--- src/rtl/arinc429_rx_deserializer.sv ---
// ARINC 429 receive deserializer: bipolar RZ line pair -> 32-bit words (first bit in word_out[0]), no backpressure.
// word_valid/rx_err pulse 1 clk after the deciding sample; define ARINC_RX_SYNC_EN to add a 2-flop input synchronizer (+2 clk).
module arinc429_rx_deserializer #(
    parameter int BIT_CLKS  = 80,
    parameter int SAMPLE_AT = 20,
    parameter int GAP_CLKS  = 320
) (
    input  logic        clk,
    input  logic        rst_n,
    input  logic        line_hi,
    input  logic        line_lo,
    output logic [31:0] word_out,
    output logic        word_valid,
    output logic        rx_err,
    output logic        busy
);

    localparam int TMAX = (BIT_CLKS > GAP_CLKS) ? BIT_CLKS : GAP_CLKS;
    localparam int TW   = $clog2(TMAX) + 1;
    localparam logic [TW-1:0] T_SAMPLE = TW'(SAMPLE_AT);
    localparam logic [TW-1:0] T_BIT    = TW'(BIT_CLKS);
    localparam logic [TW-1:0] T_GAP    = TW'(GAP_CLKS);
    localparam logic [TW-1:0] T_SAT    = {TW{1'b1}};
    localparam logic [TW-1:0] T_ONE    = TW'(1);

    typedef enum logic [1:0] {ST_ARM, ST_IDLE, ST_PULSE, ST_NULL} state_t;

    logic hi, lo;
`ifdef ARINC_RX_SYNC_EN
    logic [1:0] hi_sync_q, lo_sync_q;

    always_ff @(posedge clk or negedge rst_n) begin
        if (!rst_n) begin
            hi_sync_q <= '0;
            lo_sync_q <= '0;
        end else begin
            hi_sync_q <= {hi_sync_q[0], line_hi};
            lo_sync_q <= {lo_sync_q[0], line_lo};
        end
    end

    assign hi = hi_sync_q[1];
    assign lo = lo_sync_q[1];
`else
    assign hi = line_hi;
    assign lo = line_lo;
`endif

    logic is_one, is_zero, is_null, active;
    assign is_one  = hi & ~lo;
    assign is_zero = lo & ~hi;
    assign is_null = ~hi & ~lo;
    assign active  = hi | lo;

    state_t        state_q, state_d;
    logic [TW-1:0] timer_q, timer_d, timer_inc;
    logic [5:0]    bit_cnt_q, bit_cnt_d;
    logic [31:0]   shift_q, shift_d;
    logic [31:0]   word_q, word_d;
    logic          vld_q, vld_d;
    logic          err_q, err_d;

    assign timer_inc = (timer_q == T_SAT) ? timer_q : timer_q + T_ONE;

    // In PULSE/NULL timer_q is the offset of the current cycle from the start of
    // that pulse or null run; the cycle that opened the run is offset 0.
    always_comb begin
        state_d   = state_q;
        timer_d   = timer_q;
        bit_cnt_d = bit_cnt_q;
        shift_d   = shift_q;
        word_d    = word_q;
        vld_d     = 1'b0;
        err_d     = 1'b0;
        case (state_q)
            ST_ARM: begin
                if (active) begin
                    timer_d = '0;
                end else if (timer_inc >= T_GAP) begin
                    state_d = ST_IDLE;
                    timer_d = '0;
                end else begin
                    timer_d = timer_inc;
                end
            end
            ST_IDLE: begin
                if (active) begin
                    state_d   = ST_PULSE;
                    timer_d   = T_ONE;
                    bit_cnt_d = '0;
                end
            end
            ST_PULSE: begin
                timer_d = timer_inc;
                if (timer_q < T_SAMPLE) begin
                    if (is_null) begin
                        err_d   = 1'b1;
                        state_d = ST_ARM;
                        timer_d = '0;
                    end
                end else if (timer_q == T_SAMPLE) begin
                    if (is_one | is_zero) begin
                        shift_d[bit_cnt_q[4:0]] = is_one;
                        bit_cnt_d = bit_cnt_q + 6'd1;
                        if (bit_cnt_q == 6'd31) begin
                            word_d  = shift_d;
                            vld_d   = 1'b1;
                            state_d = ST_ARM;
                            timer_d = '0;
                        end
                    end else begin
                        err_d   = 1'b1;
                        state_d = ST_ARM;
                        timer_d = '0;
                    end
                end else if (is_null) begin
                    state_d = ST_NULL;
                    timer_d = T_ONE;
                end else if (timer_inc >= T_BIT) begin
                    err_d   = 1'b1;
                    state_d = ST_ARM;
                    timer_d = '0;
                end
            end
            ST_NULL: begin
                if (active) begin
                    state_d = ST_PULSE;
                    timer_d = T_ONE;
                end else if (timer_inc >= T_GAP) begin
                    err_d   = 1'b1;
                    state_d = ST_ARM;
                    timer_d = '0;
                end else begin
                    timer_d = timer_inc;
                end
            end
            default: begin
                state_d = ST_ARM;
                timer_d = '0;
            end
        endcase
    end

    always_ff @(posedge clk or negedge rst_n) begin
        if (!rst_n) begin
            state_q   <= ST_ARM;
            timer_q   <= '0;
            bit_cnt_q <= '0;
            shift_q   <= '0;
            word_q    <= '0;
            vld_q     <= 1'b0;
            err_q     <= 1'b0;
        end else begin
            state_q   <= state_d;
            timer_q   <= timer_d;
            bit_cnt_q <= bit_cnt_d;
            shift_q   <= shift_d;
            word_q    <= word_d;
            vld_q     <= vld_d;
            err_q     <= err_d;
        end
    end

    assign word_out   = word_q;
    assign word_valid = vld_q;
    assign rx_err     = err_q;
    assign busy       = (state_q == ST_PULSE) || (state_q == ST_NULL);

endmodule

--- config.mk ---
export PLATFORM = sky130hd
export DESIGN_NAME = arinc429_rx_deserializer
export DESIGN_NICKNAME = d
export VERILOG_FILES = /design/src/rtl/arinc429_rx_deserializer.sv
export SDC_FILE = /design/constraint.sdc
export NUM_CORES = 1
export LEC_CHECK = 0
export CORE_ASPECT_RATIO = 0.9
export CORE_UTILIZATION = 40
export CTS_BUF_LIST = sky130_fd_sc_hd__clkbuf_2
export CTS_CLUSTER_DIAMETER = 200
export DETAILED_ROUTE_END_ITERATION = 16
export PLACE_DENSITY_LB_ADDON = 0.08
export RECOVER_POWER = 50
export SETUP_SLACK_MARGIN = 0.1
export SLEW_MARGIN = 20
export SYNTH_ARGS = -nofsm -noshare
export SYNTH_HDL_FRONTEND = slang
export SYNTH_SLANG_ARGS = --single-unit
--- constraint.sdc ---
create_clock -name clk -period 3.14 [get_ports clk]
set_input_delay 0.628 -clock clk [delete_from_list [all_inputs] [get_ports clk]]
set_output_delay 0.628 -clock clk [all_outputs]
set_load 0.02 [all_outputs]
==> impl_metrics.tcl <==
set metrics [dict create \
    data_required_time_at_the_worst_endpoint_ns 3.58 \
    relative_contribution_of_combinational_cells_to_total_power 0.041 \
    rsz_0062_raised_after_global_routing "no" \
    grt.overflow.total 0 \
    max_slew_violation_total_from_the_final_report 44 \
    cts-root-buf "sky130_fd_sc_hd__clkbuf_2" \
    synth.ff_latch_count 83 \
    postSynth.topFlopCell "sky130_fd_sc_hd__dfrtp_1" \
    critical_path_depth 6 \
    postCtsHoldBufs 0 \
    drc_marker_count_from_the_first_detailed_route_iteration 165 \
    startpoint_class "flop" \
    post_detailed_route_count_of_antenna_violating_nets 0 \
    failed_checks "capacitance limit, slew limit" \
    yosys.area.top_type_share 0.4536 \
    grt_pass1_wl_mm 18.00 \
    post_route_cells_drive_above_1_share 0.08301 \
    switching_share 0.2441 \
    vias 3517 \
    worst_ir_drop_vdd_mv 0.3056 \
    area.sequential_um2 2077 \
    first_global_vias 3377 \
    critical_path.max_fanout 12 \
    cts_sink_cnt 83 \
    timing_worst_setup_path_type "flop to flop" \
    clock_power_share 0.359 \
    drt-total-wl_mm 10.67 \
    synth.cells.most_frequent "sky130_fd_sc_hd__nand2_1 (112), sky130_fd_sc_hd__dfrtp_1 (83), sky130_fd_sc_hd__o21ai_0 (48), sky130_fd_sc_hd__mux2i_1 (33), sky130_fd_sc_hd__clkbuf_1 (27)" \
    die_height_um 103.5 \
    setup.worst_path.end_class "flop" \
    gp_congestion 0.8638 \
    path_buf_inv 0 \
    syn_area_per_cell_um2 9.251 \
    die_width_um 114.8 \
    routed_wire_length_per_instance_um 15.93 \
    firstDrtPassIters 4 \
    p_leak_nw 2.361 \
    netlist_top_cells_area "sky130_fd_sc_hd__dfrtp_1 (45%), sky130_fd_sc_hd__nand2_1 (9.2%), sky130_fd_sc_hd__mux2i_1 (7.2%)" \
    final_area_um2 5186 \
    powerDensity_nw_per_um2 345.8 \
    dp.final_hpwl_mm 7.313 \
    reg2reg_depth 6 \
    final-hold-violation-count 0 \
    hold_crit_depth 1 \
    cts-resized-gates 0 \
    synth.lib_cells_used.distinct 54 \
    cell_internal_pwr_mw 1.356 \
    cts_made_buffers 9 \
    detail_route.drc_violations 0 \
    postSynthNetCount 507 \
    yosysMostFrequentCell "sky130_fd_sc_hd__nand2_1" \
    async_reset_ff_frac 1.000 \
    boundaryPins 39 \
    initial_antenna_violation_count 0 \
    syn_inst 495 \
    hp-class "flop to flop" \
    cp.arrival_ns 3.15 \
    worst_pin_slew_ns 2.461 \
    run_status "finished, violations left" \
    antenna-diode-count 0 \
    multiInputGateArea_um2 2265 \
    synth_edf_count 0 \
    initial_core_utilization 0.4167 \
    setup_viol_count_final 0 \
    seq_area_frac_synth 0.4536 \
    synth-warning-count 0 \
    cp_slowest_cell "sky130_fd_sc_hd__dfrtp_1" \
    io_buffer_count 38 \
    cpLargestDelayFamily "simple AND/OR/NAND/NOR gates" \
    power.sequential.fraction 0.600 \
    vias_per_cell 5.249 \
    report.power.total_mw 1.794 \
    whs_ns 0.5038 \
    n_fill_cell 1103 \
    utilization 0.4719 \
    final.setup.tns_ns 0 \
    globalRouteTotalUtil 0.1953 \
    clock.fmax_mhz 368.3 \
    clkLatencyLatePin_ns 0.53 \
    grt_max_degree 45 \
    shortest_period_the_worst_path_allows_ns 2.715 \
    tritoncts_clock_tree "built" \
    setup_buffers_after_cts 0 \
    rows 36 \
    net-switching-power_mw 0.4377 \
    finish.net_count 526 \
    max-slew-margin-rel -0.6404 \
    die_area_um2 11880 \
    layout_worst_path_cycle_share 0.8647 \
    clk_pin_slew_worst_paths_ns 0.23 \
    cap_viol_max_count 1 \
    cts-htree-levels 3 \
    post-synth-top-area-cell "sky130_fd_sc_hd__dfrtp_1" \
    cpPeakStageDelay_ns 0.58 \
    areaGrowthSynthToFinish_pct 13.25 \
    cts_max_path_buffers 2 \
    timing.clock.skew_ns 0.02705 \
    placement.cell_area_um2 5074 \
    post_synth_instance_area_um2 4579 \
    core-area_um2 10990 \
    crit_path_cell_chain "nor3_1 -> nand2_2 -> nor4b_4 -> and2_1 -> nand2_1 -> mux2_1" \
]
path summary, 6_finish.rpt:
path	end	slack, ns	start
max	shift_q[17]	0.42	timer_q[6]
min	bit_cnt_q[5]	0.50	bit_cnt_q[5]
max reg2reg	shift_q[17]	0.42	timer_q[6]
min reg2reg	bit_cnt_q[5]	0.50	bit_cnt_q[5]
max in group asynchronous	word_out[4]	0.94	rst_n
min in group asynchronous	word_out[23]	0.81	rst_n
power groups by stage:
stage / Combinational [mW] / Clock, mW / Sequential [mW]
6_report: 0.0728 / 0.644 / 1.08
5_1_grt: 0.0830 / 0.706 / 1.08
4_1_cts: 0.0760 / 0.675 / 1.08
3_5_place_dp: 0.0761 / 0 / 1.09
3_3_place_gp: 0.0756 / 0 / 1.09
2_1_floorplan: 0.0333 / 0 / 1.09
layout make-up:
| cell class | instances | share of cell area |
|---|---|---|
| Multi-Input combinational cell | 357 | 0.4367 |
| Sequential cell | 83 | 0.4005 |
| Timing Repair Buffer | 47 | 0.08854 |
| Tap cell | 152 | 0.03667 |
| Clock inverter | 6 | 0.01737 |
| Inverter | 16 | 0.01158 |
| Clock buffer | 9 | 0.008685 |
registers in the layout, indices dropped and copies added, names as in the netlist:
| name | count |
|---|---|
| rx_err | 1 |
| shift_q | 31 |
| state_q | 2 |
| bit_cnt_q | 6 |
| word_valid | 1 |
| word_out | 32 |
| timer_q | 10 |
cells in the final DEF (no fill, tap or decap), types with 3 or more instances in the layout:
cell type                         Yosys  routed
sky130_fd_sc_hd__clkbuf_2             1       9
sky130_fd_sc_hd__a21oi_1              9       9
sky130_fd_sc_hd__clkbuf_1            27       3
sky130_fd_sc_hd__o22ai_1              3       3
sky130_fd_sc_hd__a31oi_1              5       5
sky130_fd_sc_hd__clkdlybuf4s50_1      0      30
sky130_fd_sc_hd__mux2i_1             33      33
sky130_fd_sc_hd__and3_1               5       5
sky130_fd_sc_hd__nand3b_1             4       4
sky130_fd_sc_hd__mux2_1              22      22
sky130_fd_sc_hd__nor2_1              20      20
sky130_fd_sc_hd__mux2_2              10      10
sky130_fd_sc_hd__o21ai_0             48      48
sky130_fd_sc_hd__nand3_1              9       9
sky130_fd_sc_hd__ha_1                 8       7
sky130_fd_sc_hd__nand2b_1             5       4
sky130_fd_sc_hd__nor3_1               7       8
sky130_fd_sc_hd__buf_4                4       5
sky130_fd_sc_hd__inv_1               16      16
sky130_fd_sc_hd__dlygate4sd3_1        0       7
sky130_fd_sc_hd__o21a_1               3       3
sky130_fd_sc_hd__a22oi_1              4       4
sky130_fd_sc_hd__nand2_1            112     112
sky130_fd_sc_hd__nand4_1              3       3
sky130_fd_sc_hd__and2_1               6       6
sky130_fd_sc_hd__dfrtp_1             83      83
sky130_fd_sc_hd__nor3b_1              4       4
stage by stage:
step,setup WS [ns],std cells
final,0.4247,670
after global routing,0.2254,670
after CTS,0.5201,670
after detailed placement,0.1637,655
after global placement,0.1920,655
after floorplan,1.051,495
routing by layer:
| metal | GRT usage | routed length [um] | vias up | share of wire |
|---|---|---|---|---|
| met2 | 0.2732 | 4508 | 69 | 0.42 |
| li1 | - | - | 1738 | - |
| met4 | 0.04638 | 35 | 0 | 0.0033 |
| met3 | 0.03511 | 405 | 2 | 0.038 |
| met1 | 0.3083 | 5722 | 1708 | 0.54 |
| met5 | 0 | 0 | - | 0 |
cell families (layout without fill, tap and decap cells):
family,after synthesis,after routing,synth area share
AO/OA/AOI/OAI,92,92,0.1238
XOR/XNOR,2,2,0.003826
multiplexers,65,65,0.1508
buffers and inverters,55,78,0.05055
flip-flops,83,83,0.4536
AND/OR/NAND/NOR,190,190,0.1956
adder cells (fa/ha/maj),8,8,0.02186
(Power assumes the default switching activity.)
